## src/rtl/apb_mp_pkg.sv

```systemverilog
// rtl/apb_mp_pkg.sv - shared types and slave-select decode for the APB requester
// Purpose : FSM state type and the address-index to one-hot select decoder.
// Contents: state_e (IDLE/SETUP/ACCESS), sel_t, sel_decode().
package apb_mp_pkg;

   localparam int unsigned MAX_SLV = 16;

   typedef enum logic [1:0] {
      ST_IDLE   = 2'd0,
      ST_SETUP  = 2'd1,
      ST_ACCESS = 2'd2
   } state_e;

   typedef struct packed {
      logic               valid;
      logic [MAX_SLV-1:0] onehot;
   } sel_t;

   // One-hot select for a slave index; valid is low (and no bit set) when the
   // index addresses a slave that does not exist.
   function automatic sel_t sel_decode(input logic [3:0] index, input int unsigned num_slv);
      sel_t r;
      r.onehot = '0;
      r.valid  = (32'(index) < num_slv);
      if (r.valid) r.onehot[index] = 1'b1;
      return r;
   endfunction

endpackage

```

## src/rtl/apb_mp_timeout.sv

```systemverilog
// rtl/apb_mp_timeout.sv - ACCESS wait-state counter with expiry flag
// Purpose : counts ACCESS cycles with pready low and flags the abort cycle.
// Ports   : clk_i, rst_i   clock, synchronous active-high reset
//           clr_i          clear (asserted on the cycle before ACCESS)
//           inc_i          ACCESS cycle with pready low
//           expire_o       this cycle is the last allowed wait cycle
module apb_mp_timeout #(
   parameter int unsigned TIMEOUT = 16
) (
   input  logic clk_i,
   input  logic rst_i,
   input  logic clr_i,
   input  logic inc_i,
   output logic expire_o
);
   import apb_mp_pkg::*;

   localparam int unsigned CW = (TIMEOUT > 1) ? $clog2(TIMEOUT) : 1;

   logic [CW-1:0] cnt_q;

   // The counter never passes TIMEOUT-1: at that value either pready ends the
   // transfer (inc_i low) or the transfer aborts, so no saturation is needed.
   // With TIMEOUT=0 it is held at zero and expiry is disabled.
   always_ff @(posedge clk_i) begin
      if (rst_i || clr_i || (TIMEOUT == 0)) cnt_q <= '0;
      else if (inc_i)                       cnt_q <= cnt_q + 1'b1;
   end

   assign expire_o = (TIMEOUT != 0) && inc_i && (cnt_q == CW'(TIMEOUT - 1));

endmodule

```

## src/rtl/apb_master_mp.sv

```systemverilog
// rtl/apb_master_mp.sv - parametrised multi-slave APB4 requester
// Purpose : accepts valid/ready commands, runs APB4 transfers to one of
//           NUM_SLV slaves selected from the address, returns a one-cycle
//           registered response with slave/decode/timeout error reporting.
// Ports   : pclk, preset                      clock, sync active-high reset
//           cmd_valid/ready/write/addr/wdata/strb   command port
//           rsp_valid/rdata/err/timeout       response port
//           psel/penable/paddr/pwrite/pwdata/pstrb  APB request outputs
//           pready/prdata/pslverr             muxed APB completion inputs
module apb_master_mp #(
   parameter int unsigned ADDR_W  = 32,
   parameter int unsigned DATA_W  = 32,
   parameter int unsigned NUM_SLV = 4,
   parameter int unsigned SEL_LSB = 28,
   parameter int unsigned TIMEOUT = 16
) (
   input  logic                pclk,
   input  logic                preset,
   input  logic                cmd_valid,
   output logic                cmd_ready,
   input  logic                cmd_write,
   input  logic [ADDR_W-1:0]   cmd_addr,
   input  logic [DATA_W-1:0]   cmd_wdata,
   input  logic [DATA_W/8-1:0] cmd_strb,
   output logic                rsp_valid,
   output logic [DATA_W-1:0]   rsp_rdata,
   output logic                rsp_err,
   output logic                rsp_timeout,
   output logic [NUM_SLV-1:0]  psel,
   output logic                penable,
   output logic [ADDR_W-1:0]   paddr,
   output logic                pwrite,
   output logic [DATA_W-1:0]   pwdata,
   output logic [DATA_W/8-1:0] pstrb,
   input  logic                pready,
   input  logic [DATA_W-1:0]   prdata,
   input  logic                pslverr
);
   import apb_mp_pkg::*;

   localparam int unsigned IDX_W = (NUM_SLV > 1) ? $clog2(NUM_SLV) : 1;

   state_e              state_q, state_d;
   logic [NUM_SLV-1:0]  psel_q, psel_d;
   logic                penable_q, penable_d;
   logic [ADDR_W-1:0]   paddr_q, paddr_d;
   logic                pwrite_q, pwrite_d;
   logic [DATA_W-1:0]   pwdata_q, pwdata_d;
   logic [DATA_W/8-1:0] pstrb_q, pstrb_d;
   logic                rsp_valid_q, rsp_valid_d;
   logic [DATA_W-1:0]   rsp_rdata_q, rsp_rdata_d;
   logic                rsp_err_q, rsp_err_d;
   logic                rsp_timeout_q, rsp_timeout_d;
   logic                pend_err_q, pend_err_d;

   logic [3:0] slv_idx;
   sel_t       dec;
   logic       accept, dec_err, expire;
   logic       unused_sel;

   generate
      if (NUM_SLV == 1) begin : g_idx_one
         assign slv_idx = 4'd0;
      end else begin : g_idx_multi
         assign slv_idx = 4'(cmd_addr[SEL_LSB +: IDX_W]);
      end
   endgenerate

   assign dec        = sel_decode(slv_idx, NUM_SLV);
   assign unused_sel = ^dec;
   assign cmd_ready  = (state_q == ST_IDLE) || ((state_q == ST_ACCESS) && pready);
   assign accept     = cmd_valid && cmd_ready;
   assign dec_err    = accept && !dec.valid;

   apb_mp_timeout #(.TIMEOUT(TIMEOUT)) u_timeout (
      .clk_i    (pclk),
      .rst_i    (preset),
      .clr_i    (state_q == ST_SETUP),
      .inc_i    ((state_q == ST_ACCESS) && !pready),
      .expire_o (expire)
   );

   always_comb begin
      state_d       = state_q;
      psel_d        = psel_q;
      penable_d     = penable_q;
      paddr_d       = paddr_q;
      pwrite_d      = pwrite_q;
      pwdata_d      = pwdata_q;
      pstrb_d       = pstrb_q;
      rsp_valid_d   = 1'b0;
      rsp_rdata_d   = '0;
      rsp_err_d     = 1'b0;
      rsp_timeout_d = 1'b0;
      pend_err_d    = 1'b0;

      case (state_q)
         ST_IDLE: begin
            // A decode error accepted on a completion cycle could not respond
            // alongside that completion; it is parked in pend_err_q and sent
            // here, with a fresh decode error taking its place if needed.
            if (pend_err_q || dec_err) begin
               rsp_valid_d = 1'b1;
               rsp_err_d   = 1'b1;
            end
            pend_err_d = pend_err_q && dec_err;
         end
         ST_SETUP: begin
            state_d   = ST_ACCESS;
            penable_d = 1'b1;
         end
         ST_ACCESS: begin
            // pready wins over an expiry on the same cycle.
            if (pready) begin
               rsp_valid_d = 1'b1;
               rsp_err_d   = pslverr;
               rsp_rdata_d = (!pwrite_q && !pslverr) ? prdata : '0;
               state_d     = ST_IDLE;
               psel_d      = '0;
               penable_d   = 1'b0;
               pend_err_d  = dec_err;
            end else if (expire) begin
               rsp_valid_d   = 1'b1;
               rsp_err_d     = 1'b1;
               rsp_timeout_d = 1'b1;
               state_d       = ST_IDLE;
               psel_d        = '0;
               penable_d     = 1'b0;
            end
         end
         default: state_d = ST_IDLE;
      endcase

      // A decodable command starts SETUP next cycle, from IDLE or straight
      // out of a completing ACCESS.
      if (accept && dec.valid) begin
         state_d   = ST_SETUP;
         psel_d    = dec.onehot[NUM_SLV-1:0];
         penable_d = 1'b0;
         paddr_d   = cmd_addr;
         pwrite_d  = cmd_write;
         pwdata_d  = cmd_write ? cmd_wdata : '0;
         pstrb_d   = cmd_write ? cmd_strb : '0;
      end
   end

   always_ff @(posedge pclk) begin
      if (preset) begin
         state_q       <= ST_IDLE;
         psel_q        <= '0;
         penable_q     <= 1'b0;
         paddr_q       <= '0;
         pwrite_q      <= 1'b0;
         pwdata_q      <= '0;
         pstrb_q       <= '0;
         rsp_valid_q   <= 1'b0;
         rsp_rdata_q   <= '0;
         rsp_err_q     <= 1'b0;
         rsp_timeout_q <= 1'b0;
         pend_err_q    <= 1'b0;
      end else begin
         state_q       <= state_d;
         psel_q        <= psel_d;
         penable_q     <= penable_d;
         paddr_q       <= paddr_d;
         pwrite_q      <= pwrite_d;
         pwdata_q      <= pwdata_d;
         pstrb_q       <= pstrb_d;
         rsp_valid_q   <= rsp_valid_d;
         rsp_rdata_q   <= rsp_rdata_d;
         rsp_err_q     <= rsp_err_d;
         rsp_timeout_q <= rsp_timeout_d;
         pend_err_q    <= pend_err_d;
      end
   end

   assign psel        = psel_q;
   assign penable     = penable_q;
   assign paddr       = paddr_q;
   assign pwrite      = pwrite_q;
   assign pwdata      = pwdata_q;
   assign pstrb       = pstrb_q;
   assign rsp_valid   = rsp_valid_q;
   assign rsp_rdata   = rsp_rdata_q;
   assign rsp_err     = rsp_err_q;
   assign rsp_timeout = rsp_timeout_q;

endmodule

```

## config.mk

```make
export PLATFORM = sky130hd
export DESIGN_NAME = apb_master_mp
export DESIGN_NICKNAME = d
export VERILOG_FILES = /design/src/rtl/apb_mp_pkg.sv /design/src/rtl/apb_mp_timeout.sv /design/src/rtl/apb_master_mp.sv
export SDC_FILE = /design/constraint.sdc
export NUM_CORES = 1
export LEC_CHECK = 0
export ABC_AREA = 1
export BUFFER_PORTS_ARGS = -buffer_cell sky130_fd_sc_hd__clkbuf_2
export CORE_ASPECT_RATIO = 1.1
export CORE_MARGIN = 4
export CORE_UTILIZATION = 43
export DETAILED_ROUTE_END_ITERATION = 8
export PLACE_DENSITY = 0.86
export SYNTH_ARGS = -nofsm -noshare
export SYNTH_HDL_FRONTEND = slang
export SYNTH_SLANG_ARGS = --single-unit
```

## constraint.sdc

```tcl
create_clock -name pclk -period 1.3 [get_ports pclk]
set_input_delay 0.065 -clock pclk [delete_from_list [all_inputs] [get_ports pclk]]
set_output_delay 0.065 -clock pclk [all_outputs]
set_load 0.03 [all_outputs]
```

==> run summary <==
Peak supply drop: 930 µV
Mapped Area: 3780 µm²
Routed vias/inst: 4.79
CTS H-tree depth: 4
Port Buffers: 215
Seq/Total Area, Yosys: 0.609
Relative slew margins: 0.498
Post-layout util: 0.801
Vias in the first global route: 4753
DRT Wirelength: 14.3 mm
Fin crit period: 1.26 ns
Placed cell count: 784
Combinational share of power: 0.129
Leak Pwr: 3.64 nW
Clock sinks: 115
P per Cell Area: 1390 nW/µm²
Std cell rows: 35
Global-route wire length before repair: 22.3 mm
Initial DRC count: 181
# DRC: 0
Crit path max fanout: 32
Nets: 911
Ant diodes: 0
Synth Flop Type: dfxtp_1
WL/cell: 15.4 µm
Status: complete, no violations
Total core area: 8500 µm²
Die area: 10400 µm²
Min-Delay Path Class: input pin to flip-flop
Die Height: 106 µm
Layout cells sized above 1: 0.343
Crit Path Class: flip-flop to flip-flop
Largest net degree at the start of global routing: 38
Hold Crit Start: pready
Netlist cell types: 19
Post-synth EDFFs: 0
Total net switching power: 2.36 mW
Clock root cell: clkbuf_8
Initial antenna violation count: 0
Post-route clock skew: 0.0193 ns
Post-Layout Cell Count: 928
Net Count, Synth: 579
Pin slew with the least headroom to its limit: 0.753 ns
Worst skew pair latency: 0.50 ns
FILL cells: 485
RSZ-0062 raised after global routing: yes
Worst endpoint required time: 1.72 ns
Hold Vio Cnt, Final: 0
Worst r2r src: state_q[1]
Synthesis-stage register bit count: 115
Clk pwr share: 0.476
Final worst-path cycle share: 0.971
Register clock-pin slew on the reported worst setup and hold paths: 0.06 ns
Crit path capture type: flip-flop
Final setup fails: 0
Asr flop ratio synth: 0
Via count: 4444
Detailed Place HPWL: 7.77 mm
Synth Area per Inst: 8.01 µm²
CTS tree: yes
Switching part of the total: 0.250
Max Freq: 0.792 GHz
TritonCTS buffer count: 17
ANT nets after route: 0
Post-Route Setup TNS: 0 ns
Startpoint Class: flip-flop
DR pass1 iterations: 5
Internal: 7.09 mW
IO Pins: 216
Area grow syn2layout: 79.8%
CP Launch Point: state_q[1]
Count of pins over their slew limit: 0
Mapped Cells: 472
RePlAce Congestion: 0.858
DIE WIDTH: 97.4 µm
Grt ovf: 0
Data arrival, critical path: 1.68 ns
Total global-route track usage: 0.267
Yosys warns: 0
Proportion of power drawn by flip-flops and latches: 0.396
Max_cap viols: 0
Starting Density: 0.445
Post-place setup slack: 0.0612 ns
Clk buf depth: 2
Final setup margin: 0.0377 ns
timing repair:
| action | 4_1_cts | 5_1_grt |
|---|---|---|
| cloned | 0 | 3 |
| hold endpoints to repair | 107 | 0 |
| buffers inserted | 1 | 3 |
| hold buffers | 105 | 0 |
| pin swaps | 1 | 4 |
| endpoints found under the setup margin | 1 | 110 |
| gates resized for setup | 3 | 17 |
stage by stage:
stage / hold slack (ns) / power, mW / cell area [µm²]
6_report: 0.157 / 9.45 / 6800
3_5_place_dp: 0.264 / 4.66 / 5000
4_1_cts: 0.136 / 9.41 / 6650
2_1_floorplan: 0.134 / 4.28 / 3780
5_1_grt: 0.161 / 9.80 / 6800
3_3_place_gp: 0.258 / 4.64 / 5000
kinds of logic after synthesis:
logic type                 share of synthesized area
and+or+nand+nor                                0.307
AOI/OAI and AO/OA                             0.0152
adders and majority gates                    0.00331
buffers and inverters                         0.0662
DFF                                            0.609
cell type report:
class                           instances  area [µm²]  area share
Clock inverter                         11         126      0.0186
Tap cell                              111         139      0.0204
Clock buffer                           21         459      0.0675
Sequential cell                       115        2310       0.339
Multi-Input combinational cell        295        1250       0.185
Timing Repair Buffer                  334        2360       0.347
Inverter                               41         156      0.0230
power by group through the flow:
stage / Clock (mW) / Combinational, mW / Sequential [mW]
6_report: 4.50 / 1.22 / 3.74
5_1_grt: 4.75 / 1.30 / 3.75
4_1_cts: 4.56 / 1.12 / 3.73
3_5_place_dp: 0 / 0.862 / 3.80
3_3_place_gp: 0 / 0.844 / 3.80
2_1_floorplan: 0 / 0.243 / 4.04
synth_stat cells (2+ instances only):
library cell | count | area [µm²]
nand2_1 | 187 | 702
clkbuf_1 | 7 | 26.3
dfxtp_1 | 115 | 2300
nor3_1 | 3 | 15.0
nand4_1 | 2 | 12.5
inv_1 | 39 | 146
nand3_1 | 46 | 230
nor2_1 | 39 | 146
buf_2 | 14 | 70.1
nand2_2 | 2 | 12.5
a21oi_1 | 9 | 45.0
inv_2 | 2 | 7.51
cell usage in the layout (no fill, tap or decap), drive strengths merged:
cell	synthesis	routed
dfxtp	115	115
ha	1	1
buf	14	12
bufinv	0	2
nor3	3	3
dlygate4sd3	0	105
o21bai	1	1
clkinvlp	0	4
o21ai	1	1
or2	1	1
nor2	41	41
clkinv	0	3
clkbuf	7	238
nand4	2	2
inv	41	43
nand3	47	47
nand2	189	189
a21oi	9	9
critical path: stages, from the launching register on:
cell     delay (ns)
dfxtp_2        0.35
inv_2          0.05
buf_4          0.14
nor2_4         0.13
nand3_1        0.14
buf_6          0.22
nor2_1         0.15
sequential cells by signal (all words and copies together), names as in the netlist:
register	cells
paddr	32
pwdata	32
rsp_rdata	32
psel	4
pstrb	4
u_timeout.cnt_q	4
state_q	2
penable	1
pwrite	1
rsp_err	1
rsp_timeout	1
rsp_valid	1
worst paths after layout:
kind              endpoint  slack [ns]  cells past startpoint
max reg2reg  rsp_rdata[19]        0.04                      6
min reg2reg       paddr[0]        0.45                      2
max          rsp_rdata[19]        0.04                      6
min          rsp_rdata[22]        0.16                      4
layer usage:
metal / part of all wire / global-route usage / vias to the layer above
li1: - / - / 2115
met1: 0.35 / 0.265 / 2016
met4: 0.053 / 0.170 / 0
met2: 0.52 / 0.481 / 249
met5: 0 / 0 / -
met3: 0.072 / 0.0840 / 64
(Power assumes the default switching activity.)
